### src/rtl/imdu_pkg.sv
// Shared types for the iterative multiply/divide unit.
// Operation encoding and FSM state.
package imdu_pkg;

    typedef enum logic [2:0] {
        READ_HI,
        READ_LO,
        WRITE_HI,
        WRITE_LO,
        START_SIGNED_MUL,
        START_UNSIGNED_MUL,
        START_SIGNED_DIV,
        START_UNSIGNED_DIV
    } mdu_operation_t;

    typedef enum logic [1:0] {
        IDLE,
        CALC,
        FIX
    } mdu_state_t;

endpackage

### src/rtl/imdu_sign_fix.sv
// Conditional two's-complement negate; with negate tied to the
// sign bit it yields the absolute value.
module imdu_sign_fix #(
    parameter int WIDTH = 32
) (
    input  logic [WIDTH-1:0] value,
    input  logic             negate,
    output logic [WIDTH-1:0] result
);

    assign result = negate ? (~value + WIDTH'(1)) : value;

endmodule

### src/rtl/iterative_mdu.sv
// Radix-2 iterative multiply/divide unit with HI/LO result registers.
// Optional cancel input enabled by defining IMDU_CANCEL_EN.
module iterative_mdu
    import imdu_pkg::*;
#(
    parameter int WIDTH = 32
) (
    input  logic             clock,
    input  logic             reset,
`ifdef IMDU_CANCEL_EN
    input  logic             cancel,
`endif
    input  logic [WIDTH-1:0] operand1,
    input  logic [WIDTH-1:0] operand2,
    input  mdu_operation_t   operation,
    input  logic             start,
    output logic             busy,
    output logic             done,
    output logic [WIDTH-1:0] dataRead
);

    localparam int CW = $clog2(WIDTH) + 1;
    localparam logic [CW-1:0] CNT_INIT = CW'(WIDTH);

    mdu_state_t state, state_nxt;
    logic [CW-1:0] cnt;
    logic [WIDTH-1:0] hi, lo;
    logic [WIDTH-1:0] acc, low, divr;
    logic div_q, neg_q, rem_neg_q, zero_q;
    logic abort;

`ifdef IMDU_CANCEL_EN
    assign abort = cancel;
`else
    assign abort = 1'b0;
`endif

    logic is_div_in, signed_in, start_op, accept, div0_in;
    logic neg1, neg2;
    logic [WIDTH-1:0] abs1, abs2;

    assign is_div_in = (operation == START_SIGNED_DIV)
                    || (operation == START_UNSIGNED_DIV);
    assign signed_in = (operation == START_SIGNED_MUL)
                    || (operation == START_SIGNED_DIV);
    assign start_op = is_div_in || signed_in
                   || (operation == START_UNSIGNED_MUL);
    assign accept  = (state == IDLE) && start && start_op;
    assign div0_in = is_div_in && (operand2 == '0);
    assign neg1    = signed_in && operand1[WIDTH-1];
    assign neg2    = signed_in && operand2[WIDTH-1];

    imdu_sign_fix #(.WIDTH(WIDTH)) u_abs1 (
        .value(operand1), .negate(neg1), .result(abs1)
    );
    imdu_sign_fix #(.WIDTH(WIDTH)) u_abs2 (
        .value(operand2), .negate(neg2), .result(abs2)
    );

    // One iteration of each algorithm; the +1/+2 bits hold carry/borrow.
    logic [WIDTH:0]   mul_sum;
    logic [WIDTH:0]   div_shift;
    logic [WIDTH+1:0] div_diff;
    logic             div_ok;

    assign mul_sum   = {1'b0, acc} + (low[0] ? {1'b0, divr} : '0);
    assign div_shift = {acc, low[WIDTH-1]};
    assign div_diff  = {1'b0, div_shift} - {2'b00, divr};
    assign div_ok    = ~div_diff[WIDTH+1];

    logic [2*WIDTH-1:0] prod_fix;
    logic [WIDTH-1:0]   quo_fix, rem_fix;

    imdu_sign_fix #(.WIDTH(2*WIDTH)) u_prod (
        .value({acc, low}), .negate(neg_q), .result(prod_fix)
    );
    imdu_sign_fix #(.WIDTH(WIDTH)) u_quo (
        .value(low), .negate(neg_q), .result(quo_fix)
    );
    imdu_sign_fix #(.WIDTH(WIDTH)) u_rem (
        .value(acc), .negate(rem_neg_q), .result(rem_fix)
    );

    always_comb begin
        state_nxt = state;
        unique case (state)
            IDLE: if (accept) state_nxt = div0_in ? FIX : CALC;
            CALC: if (cnt == CW'(1)) state_nxt = FIX;
            FIX:  state_nxt = IDLE;
            default: state_nxt = IDLE;
        endcase
        if (abort && (state != IDLE)) state_nxt = IDLE;
    end

    always_ff @(posedge clock or negedge reset) begin
        if (!reset) begin
            state <= IDLE;
            cnt   <= '0;
            hi    <= '0;
            lo    <= '0;
            done  <= 1'b0;
        end else begin
            state <= state_nxt;
            done  <= 1'b0;
            if (accept) cnt <= div0_in ? '0 : CNT_INIT;
            else if (state == CALC) cnt <= cnt - CW'(1);
            if ((state == IDLE) && start) begin
                if (operation == WRITE_HI) hi <= operand1;
                if (operation == WRITE_LO) lo <= operand1;
            end
            if ((state == FIX) && !abort) begin
                done <= 1'b1;
                if (!zero_q) begin
                    if (div_q) {hi, lo} <= {rem_fix, quo_fix};
                    else       {hi, lo} <= prod_fix;
                end
            end
        end
    end

    // Working registers carry no reset; they are loaded on every accept.
    always_ff @(posedge clock) begin
        if (accept) begin
            acc       <= '0;
            low       <= abs1;
            divr      <= abs2;
            div_q     <= is_div_in;
            neg_q     <= neg1 ^ neg2;
            rem_neg_q <= neg1;
            zero_q    <= div0_in;
        end else if (state == CALC) begin
            if (div_q) begin
                acc <= div_ok ? div_diff[WIDTH-1:0] : div_shift[WIDTH-1:0];
                low <= {low[WIDTH-2:0], div_ok};
            end else begin
                acc <= mul_sum[WIDTH:1];
                low <= {mul_sum[0], low[WIDTH-1:1]};
            end
        end
    end

    assign busy = (state != IDLE);

    always_comb begin
        dataRead = '0;
        if (operation == READ_HI) dataRead = hi;
        if (operation == READ_LO) dataRead = lo;
    end

endmodule

### config.mk
export PLATFORM = sky130hd
export DESIGN_NAME = iterative_mdu
export DESIGN_NICKNAME = d
export VERILOG_FILES = /design/src/rtl/imdu_pkg.sv /design/src/rtl/imdu_sign_fix.sv /design/src/rtl/iterative_mdu.sv
export SDC_FILE = /design/constraint.sdc
export NUM_CORES = 1
export LEC_CHECK = 0
export BUFFER_PORTS_ARGS = -buffer_cell sky130_fd_sc_hd__buf_2
export CORE_ASPECT_RATIO = 0.5
export CORE_MARGIN = 2
export CORE_UTILIZATION = 61
export DETAILED_ROUTE_END_ITERATION = 8
export PLACE_DENSITY = 0.88
export SYNTH_ARGS = -nofsm -noshare
export SYNTH_HDL_FRONTEND = slang
export SYNTH_HIERARCHICAL = 1
export SYNTH_SLANG_ARGS = --single-unit
### constraint.sdc
create_clock -name clock -period 4 [get_ports clock]
set_input_delay 0.2 -clock clock [delete_from_list [all_inputs] [get_ports clock]]
set_output_delay 0.2 -clock clock [all_outputs]
set_load 0.005 [all_outputs]
==> metrics <==
DRT Pass-1 Iters 6; clk slew on worst S/H paths about 0.070 ns; Area Growth Syn to Fin 8.91%; drt wl/cell approximately 21 µm; first-pass GRT wire length a little over 80000 µm; Die Ht between 100 and 150 µm; initial antenna violation count 0; top post-synthesis cells by area edfxtp_1 12%, xnor2_1 11%, dfrtp_1 11%; CP arrival 3.86 ns; Post-synth top flop dfrtp_1; fin. max-slew vios 0; ANT nets after route 0; CP endpoint kind flip-flop; Fillers roughly 2.3k; pwr/cell area around 210 nW/µm²; Synth area leader edfxtp_1; total number of vias ~17k; Max Root-Sink Buffers 2; # DRC 0; Final min period between 3 and 4 ns; Die ar. a little under 30000 µm²; Port Buffers between 100 and 150; syn nets approximately 2.2k; #FFs+latches synth approximately 170; unrepaired setup endpoints after global routing no; Mapped Area about 17000 µm²; final RePlAce weighted congestion 0.995; Total GRT Usage between 30% and 40%; post-CTS setup buffers 0; Worst Max-Slew Pin Slew around 1.1 ns; status finished clean; Seq/Total Area, Yosys about a quarter; Worst R2R Start acc[2]$_SDFFE_PP0P_; Seq. cell area 4510 µm²; Hold Startpoint operand1[27]; Multi-input gate area between 10000 and 15000 µm²; Hold Violations, Final 0; Worst Hold Class input pin to flip-flop; WL final about 52000 µm; Max stage delay cell, worst path dfxtp_1; CTS Sinks about 170; largest net degree at the start of global routing 190; GR Overflow Total 0; worst-skew pair later-pin latency 0.47 ns; Yosys warning count 6; reg-to-reg setup timing slack 0.48 ns; Initial Utilization roughly 62%; Worst Path Class, Setup flip-flop to flip-flop; Post-synth EDFFs 68; Hold Crit Depth 3; io pins 104; worst r2r dst acc[1]$_SDFFE_PP0P_; Synth top area share around an eighth; layout cell share with drive strength beyond 1 between 10 and 15%; Max stage delay on crit path 0.70 ns; Max H-tree Level 4; Final HPWL DP about 38000 µm; clk_skew about 0.012 ns; Cells after Synth ~2k; vias in the first global route roughly 15k; cell chain of the critical path ha_1 > o2111ai_1 > a211o_1 > nand3_1 > a21oi_2 > nor2_4 > buf_4 > mux2_2 > a21oi_1 > o21ai_0; row count 43; FFs w/ async S/R, synth 42.2%; TNS Setup 0 ns; CTS tree built; Slew HR roughly a quarter; Max Fclk ~280 MHz; Endpoint, Worst Hold hi[27]$_DFF_PN0_; CTS Buf Count 17; Worst EP required about 4.3 ns; Critical Path Source Type flip-flop; most frequent cells after synthesis 290 x nand2_1, 216 x xnor2_1, 140 x o21ai_0; VDD IR max 0.286 mV; count leader, synth nand2_1; synth unique cells 100; drt initial violations ~2.5k; worst reg-to-reg path cell count 10; syn avg cell area 8.40 µm²; root buffer selected by CTS clkbuf_16; max_cap viols 0; Die Span X approximately 240 µm; Finished Core Util 67.6%; Leak between 0.007 and 0.008 µW; Final period util 88.0%; nets@finish roughly 2.2k; crit path max fanout 23; core area roughly 28000 µm²; Vias/cell approximately 6.7; Final setup viols 0
area by class of cell:
type                    instances  area share [%]
inverters                      67            1.35
flip-flops and latches        173            24.1
multi-input cells            1686            63.9
clock inverters                12           0.663
diodes                          1          0.0134
clock buffers                  20            2.57
well taps                     382            2.56
repair buffers                148            4.80
layout by cell type (no fill, tap or decap), types with 20 or more instances in the layout:
cell / Yosys / layout
nand2_1: 290 / 290
xnor2_1: 216 / 216
o21ai_0: 140 / 140
buf_2: 12 / 102
a21oi_1: 89 / 89
a211oi_1: 77 / 77
dfrtp_1: 73 / 73
nor2b_1: 73 / 72
ha_1: 71 / 71
edfxtp_1: 68 / 68
a31oi_1: 67 / 67
inv_1: 65 / 65
o31ai_1: 56 / 56
nor2_1: 57 / 55
buf_4: 7 / 42
mux2i_1: 41 / 41
nand3_1: 36 / 36
and2_1: 34 / 34
a22o_1: 32 / 32
dfxtp_1: 32 / 32
o41ai_1: 28 / 28
xor2_1: 25 / 25
nand4_1: 24 / 24
a21o_1: 21 / 21
o41ai_2: 21 / 21
nor3_1: 22 / 20
per-layer routing:
| metal | vias to the layer above | global-route usage [%] | wire, µm | share of wire (%) |
|---|---|---|---|---|
| met5 | - | 0 | 0 | 0 |
| met4 | 0 | 11.8 | 1400 | 2.7 |
| li1 | 7675 | - | - | - |
| met3 | 114 | 8.28 | 5710 | 11 |
| met2 | 952 | 55.0 | 23000 | 44 |
| met1 | 7946 | 49.4 | 22100 | 42 |
worst max-delay path, delay by kind of cell (launching register included):
kind	cells	cell delay, ns
and+or+nand+nor	2	0.67
adders and majority gates	1	0.34
AOI/OAI and AO/OA	5	1.06
buffers and inverters	1	0.27
muxes	1	0.34
DFF	1	0.70
logic make-up after synthesis:
group                    after synthesis  share of synthesized area, %
adder cells (fa/ha/maj)               73                          5.41
multiplexers                          50                          2.98
AO/OA/AOI/OAI                        638                          26.4
XOR/XNOR                             241                          12.3
AND/OR/NAND/NOR                      684                          22.2
buffers and inverters                183                          4.35
flip-flops                           173                          26.3
power by group:
group | internal [µW] | switching (µW) | total [µW]
registers | 1840 | 0 | 1840
clock network | 946 | 797 | 1740
logic | 115 | 172 | 286
total | 2900 | 969 | 3870
through the flow:
stage                     worst slack, ns  instance area [µm²]  hold WS [ns]  std cells  power (µW)
after floorplan                     0.742                17200       -0.0956       2042        2000
after global placement              0.688                18100         0.420       2455        2150
after detailed placement            0.572                18100         0.396       2455        2150
after CTS                           0.555                18700        0.0307       2488        3860
after global routing                0.321                18700        0.0424       2488        3950
final                               0.480                18700        0.0379       2489        3870
flip-flops by register name, indices dropped and copies added, names as in the netlist:
| name | cells |
|---|---|
| neg_q | 1 |
| acc | 32 |
| done | 1 |
| state | 2 |
| cnt | 6 |
| lo | 32 |
| zero_q | 1 |
| divr | 32 |
| div_q | 1 |
| hi | 32 |
| low | 32 |
| rem_neg_q | 1 |
worst max-delay path by stage:
stage	startpoint	to	slack, ns	cells after the start
floorplan	low[0]$_DFFE_PP_	acc[30]$_SDFFE_PP0P_	0.74	12
global placement	low[0]$_DFFE_PP_	acc[30]$_SDFFE_PP0P_	0.69	10
detailed placement	low[0]$_DFFE_PP_	acc[30]$_SDFFE_PP0P_	0.57	11
CTS	low[0]$_DFFE_PP_	acc[30]$_SDFFE_PP0P_	0.55	11
global route	acc[2]$_SDFFE_PP0P_	acc[1]$_SDFFE_PP0P_	0.32	10
finish	acc[2]$_SDFFE_PP0P_	acc[1]$_SDFFE_PP0P_	0.48	10
repair_timing:
action,CTS,global route
hold buffers,1,0
hold endpoints to repair,73,0
gates resized for setup,0,0
(Power assumes the default switching activity.)
